--- config.mk ---
export PLATFORM = sky130hd
export DESIGN_NAME = logic_result_stage
export DESIGN_NICKNAME = d
export VERILOG_FILES = /design/src/rtl/cpu_pkg.sv /design/src/rtl/skid_buffer.sv /design/src/rtl/logic_result_stage.sv
export SDC_FILE = /design/constraint.sdc
export NUM_CORES = 1
export LEC_CHECK = 0
export ABC_CLOCK_PERIOD_IN_PS = 2900
export BUFFER_PORTS_ARGS = -buffer_cell sky130_fd_sc_hd__clkbuf_2
export CAP_MARGIN = 20
export CORE_ASPECT_RATIO = 1.25
export CORE_UTILIZATION = 50
export DETAILED_ROUTE_END_ITERATION = 12
export GPL_TIMING_DRIVEN = 0
export PLACE_DENSITY = 0.76
export SYNTH_ARGS = -nofsm -noshare
export SYNTH_HDL_FRONTEND = slang
export SYNTH_HIERARCHICAL = 1
export SYNTH_SLANG_ARGS = --single-unit
--- constraint.sdc ---
create_clock -name clk -period 2.9 [get_ports clk]
set_clock_uncertainty 0.2 [all_clocks]
set_input_delay 0.29 -clock clk [delete_from_list [all_inputs] [get_ports clk]]
set_output_delay 0.29 -clock clk [all_outputs]
set_load 0.01 [all_outputs]
--- src/rtl/cpu_pkg.sv ---
// Shared definitions for the logic function unit and its result stage.
package cpu_pkg;
  localparam logic [2:0] LOGIC_AND  = 3'b000;
  localparam logic [2:0] LOGIC_OR   = 3'b001;
  localparam logic [2:0] LOGIC_XOR  = 3'b010;
  localparam logic [2:0] LOGIC_NAND = 3'b011;
  localparam logic [2:0] LOGIC_NOR  = 3'b100;
  localparam logic [2:0] LOGIC_MAX  = 3'b100;

  localparam int LOGIC_W = 32;
  localparam int RD_W    = 4;

  typedef struct packed {
    logic [LOGIC_W-1:0] result;
    logic [RD_W-1:0]    rd;
    logic               we;
    logic               err;
    logic               n;
    logic               z;
    logic               setflags;
  } logic_beat_t;

  typedef enum logic [1:0] {
    EMPTY = 2'd0,
    ONE   = 2'd1,
    FULL  = 2'd2
  } skid_state_t;
endpackage

--- src/rtl/skid_buffer.sv ---
// Two-entry skid buffer: main entry drives the output, skid entry absorbs one
// beat so the upstream ready can be a pure register.
module skid_buffer
  import cpu_pkg::*;
#(
  parameter int W = 8
) (
  input  logic         clk,
  input  logic         rst_n,
  input  logic         i_valid,
  output logic         o_ready,
  input  logic [W-1:0] i_data,
  output logic         o_valid,
  input  logic         i_ready,
  output logic [W-1:0] o_data
);
  skid_state_t  r_state, w_next;
  logic [W-1:0] r_main, r_skid, w_main_nxt, w_skid_nxt;
  logic         r_ready;
  logic         w_accept, w_handoff;

  assign w_accept  = i_valid & r_ready;
  assign w_handoff = (r_state != EMPTY) & i_ready;

  always_comb begin
    w_next     = r_state;
    w_main_nxt = r_main;
    w_skid_nxt = r_skid;
    case (r_state)
      EMPTY: if (w_accept) begin
        w_next     = ONE;
        w_main_nxt = i_data;
      end
      ONE: begin
        if (w_accept && w_handoff) begin
          w_main_nxt = i_data;
        end else if (w_accept) begin
          w_next     = FULL;
          w_skid_nxt = i_data;
        end else if (w_handoff) begin
          w_next = EMPTY;
        end
      end
      FULL: if (w_handoff) begin
        w_next     = ONE;
        w_main_nxt = r_skid;
      end
      default: w_next = EMPTY;
    endcase
  end

  // Ready is computed from the next state so it never depends on i_ready this cycle.
  always_ff @(posedge clk or negedge rst_n) begin
    if (!rst_n) begin
      r_state <= EMPTY;
      r_main  <= '0;
      r_skid  <= '0;
      r_ready <= 1'b0;
    end else begin
      r_state <= w_next;
      r_main  <= w_main_nxt;
      r_skid  <= w_skid_nxt;
      r_ready <= (w_next != FULL);
    end
  end

  assign o_valid = (r_state != EMPTY);
  assign o_data  = r_main;
  assign o_ready = r_ready;
endmodule

--- src/rtl/logic_result_stage.sv ---
// Result stage after the logic unit: forms the beat (flags, illegal-op check),
// buffers it toward writeback and owns the architectural N/Z flags.
module logic_result_stage #(
  parameter int WIDTH = 32,
  parameter int RD_W  = 4
) (
  input  logic             clk,
  input  logic             rst_n,
  input  logic             in_valid,
  output logic             in_ready,
  input  logic [WIDTH-1:0] in_result,
  input  logic [2:0]       in_logicidx,
  input  logic [RD_W-1:0]  in_rd,
  input  logic             in_setflags,
  output logic             out_valid,
  input  logic             out_ready,
  output logic [WIDTH-1:0] out_result,
  output logic [RD_W-1:0]  out_rd,
  output logic             out_we,
  output logic             out_err,
  output logic             out_n,
  output logic             out_z,
  output logic             flag_n,
  output logic             flag_z
);
  import cpu_pkg::*;

  localparam int PL_W = $bits(logic_beat_t);

  logic_beat_t     w_in_beat, w_out_beat;
  logic [PL_W-1:0] w_out_pl;
  logic            w_err;
  logic            r_flag_n, r_flag_z;

  assign w_err = (in_logicidx > LOGIC_MAX);

  // Illegal ops still flow as a zero result so writeback can raise the fault.
  always_comb begin
    w_in_beat.result   = w_err ? '0 : in_result;
    w_in_beat.rd       = in_rd;
    w_in_beat.we       = ~w_err;
    w_in_beat.err      = w_err;
    w_in_beat.n        = ~w_err & in_result[WIDTH-1];
    w_in_beat.z        = w_err | (in_result == '0);
    w_in_beat.setflags = in_setflags;
  end

  skid_buffer #(.W(PL_W)) u_skid (
    .clk     (clk),
    .rst_n   (rst_n),
    .i_valid (in_valid),
    .o_ready (in_ready),
    .i_data  (w_in_beat),
    .o_valid (out_valid),
    .i_ready (out_ready),
    .o_data  (w_out_pl)
  );

  assign w_out_beat = logic_beat_t'(w_out_pl);

  always_ff @(posedge clk or negedge rst_n) begin
    if (!rst_n) begin
      r_flag_n <= 1'b0;
      r_flag_z <= 1'b0;
    end else if (out_valid && out_ready && w_out_beat.setflags && !w_out_beat.err) begin
      r_flag_n <= w_out_beat.n;
      r_flag_z <= w_out_beat.z;
    end
  end

  assign out_result = w_out_beat.result;
  assign out_rd     = w_out_beat.rd;
  assign out_we     = w_out_beat.we;
  assign out_err    = w_out_beat.err;
  assign out_n      = w_out_beat.n;
  assign out_z      = w_out_beat.z;
  assign flag_n     = r_flag_n;
  assign flag_z     = r_flag_z;
endmodule

==> summary.md <==
| Metric | Value |
|---|---|
| Outcome | finished clean |
| Hold Path Cell Cnt | 2 |
| Cell Int Power | 3.44 mW |
| Clock root buffer | clkbuf_8 |
| Post-detailed-route count of antenna-violating nets | 0 |
| DIE WIDTH | 83.1 um |
| Total nets after synthesis | 341 |
| Slew @ Worst Pin | 0.592 ns |
| Clock Power Share | 19.3% |
| Number of diodes | 0 |
| Setup TNS | 0 ns |
| Final Hold Fails | 0 |
| Post-synth EDFFs | 0 |
| Die Y | 103 um |
| Classification of the worst-slack hold path | input pin to register |
| Sequential share of power | 43.6% |
| Vias in the first global route | 2,939 |
| Vias/cell | 5.69 |
| CTS tree | yes |
| Max Cap Viol | 0 |
| Post-synth top area cell | dfrtp_1 |
| Maximum fanout along the worst path | 10 |
| Worst vdd ir | 488 uV |
| RSZ-0062 raised after global routing | no |
| Sequential share of the synthesized area | 53.0% |
| Layout cells sized above 1 | 40.9% |
| Initial antenna violation count | 0 |
| Syn Std Cell Area | 0.00411 mm2 |
| Post-layout nets | 446 |
| Slew margin rel. | 60.5% |
| Synthesis Warnings | 6 |
| GP Congestion | 0.768 |
| Core area | 0.00788 mm2 |
| Setup crit end kind | register |
| Boundary Pins | 88 |
| Via count of the routed design | 2,851 |
| # setup viols final | 0 |
| Avg Cell Area, Syn | 13.8 um2 |
| Worst R2R Path Depth | 4 |
| #FFs+latches synth | 87 |
| First-pass GRT wire length | 14,300 um |
| Switching Fraction | 30.7% |
| Initial Utilization | 52.2% |
| Fmax achieved | 0.563 GHz |
| Iter 0 DRT Violations | 147 |
| Worst Path Arrival | 1.87 ns |
| Top-count cell post-synth | dfrtp_1 |
| Total track usage | 21.6% |
| Largest net degree at the start of global routing | 48 |
| Combinational share of power | 37.1% |
| CTS buffer count | 9 |
| Drc violations | 0 |
| Num rows | 36 |
| Worst skew pair latency | 0.35 ns |
| Cell count after placement | 480 |
| Area delta synth->final | 21.2% |
| Period utilization | 61.2% |
| Clock buffer depth | 2 |
| Layout Cells excl Fill | 501 |
| DR pass1 iterations | 4 |
| Synth top cells by count | 87 x dfrtp_1, 41 x o21a_1, 41 x o32a_1 |
| Cell leakage power | 2.36 nW |
| Clock Pin Slew Worst Setup and Hold Paths | 0.08 ns |
| Wire per inst | 17.4 um |
| H-tree depth | 3 |
| Die area | 0.00859 mm2 |
| Mapped Cells | 297 |
| Final Max Slew Viols | 0 |
| Ys flop type | dfrtp_1 |
| Synth top area cells | dfrtp_1 53%, mux2_4 15%, o32a_1 10%, o21a_1 7.5%, and2_1 4.9% |
| Port-buffer cells | 87 |
| Fill count | 640 |
| Power, Total | 4.96 mW |
| Synth async-reset ratio | 100% |
| PD cells | 996 mW/mm2 |
| Synth top area share | 53.0% |
| CTS sink cnt | 87 |
| HPWL after detailed placement | 6070 um |
| Post-synthesis cell type count | 31 |
| DRT Wirelength | 8710 um |
| CP Launch Type | register |
| Req. time, crit path | 2.99 ns |
| Period minus WS final | 1.78 ns |
| Crit Path Category | register to register |
| Sw Pwr | 1.52 mW |
| Grt ovf | 0 |
| Hold_ws | 0.0414 ns |
[placed cells by master (no fill, tap or decap), drive strengths merged, types with 2 or more instances in the layout]
cell type,netlist,final
and2,32,32
buf,18,19
bufinv,0,3
clkbuf,6,104
dfrtp,87,87
dlygate4sd3,0,6
inv,2,2
mux2,43,43
nand2,2,2
nand3b,2,2
nand4,2,2
nand4b,2,2
nor4,8,8
o21a,41,41
o21ai,3,3
o32a,41,41
[routing by layer]
metal  vias to the layer above  wire length, um  GRT usage [%]
met5                         -                0              0
met3                        11              335           4.29
met4                         0              166           10.2
li1                       1338                -              -
met2                        69             4350           37.0
met1                      1433             3850           26.8
[power groups by stage]
stage / registers (mW) / logic [mW] / clock network, mW
detailed placement: 2.17 / 1.85 / 0
finish: 2.16 / 1.84 / 0.960
CTS: 2.16 / 1.86 / 0.994
floorplan: 2.26 / 1.13 / 0
global placement: 2.15 / 1.80 / 0
global route: 2.24 / 2.00 / 1.04
[worst max-delay path: stages, from the launching register on]
cell      delay (ns)
dfrtp_1         0.46
nand3b_1        0.27
clkbuf_1        0.41
o32a_1          0.26
o21a_1          0.12
[stage by stage]
step | instance area [um2] | worst slack, ns | util, %
after floorplan | 4110 | 1.34 | -
after global placement | 4670 | 0.400 | 59.2
after detailed placement | 4700 | 1.13 | 59.6
after CTS | 4980 | 1.11 | 63.2
after global routing | 4980 | 0.980 | 63.2
final | 4980 | 1.12 | 63.2
[worst paths after layout]
kind	startpoint	endpoint	slack, ns
setup / recovery	u_skid/r_state[1]	u_skid/o_data[30]	1.12
min in group asynchronous	rst_n	u_skid/o_data[28]	0.31
hold reg to reg	u_skid/o_data[24]	u_skid/o_data[24]	0.29
hold / removal	out_ready	u_skid/o_ready	0.04
setup reg to reg	u_skid/r_state[1]	u_skid/o_data[30]	1.12
max in group asynchronous	rst_n	u_skid/r_skid[1]	1.56
[cells by family after synthesis]
logic type	count (synthesis)	share of synthesized area [%]
DFF	87	53.0
buffers and inverters	26	4.05
and+or+nand+nor	52	8.67
AOI/OAI and AO/OA	88	18.7
muxes	44	15.7
[registers in the layout (all words and copies together), names as in the netlist]
signal / count
flag_z: 1
u_skid/o_ready: 1
flag_n: 1
u_skid/r_skid: 41
u_skid/r_state: 2
u_skid/o_data: 41
[area by class of cell]
| cell class | count | area (um2) | area share [%] |
|---|---|---|---|
| clock buffer | 11 | 131 | 2.64 |
| multi-input combinational | 184 | 1770 | 35.5 |
| buffer | 24 | 159 | 3.19 |
| timing repair buffer | 94 | 526 | 10.5 |
| tap | 95 | 119 | 2.39 |
| clock inverter | 4 | 95.1 | 1.91 |
| inverter | 2 | 7.51 | 0.151 |
| sequential | 87 | 2180 | 43.7 |
[timing repair]
| action | 4_1_cts | 5_1_grt |
|---|---|---|
| hold endpoints to repair | 45 | 0 |
| buffers inserted | 0 | 0 |
| hold buffers | 6 | 0 |
| resized for setup | 0 | 0 |
Note: power is estimated with default switching activity, not from simulation.
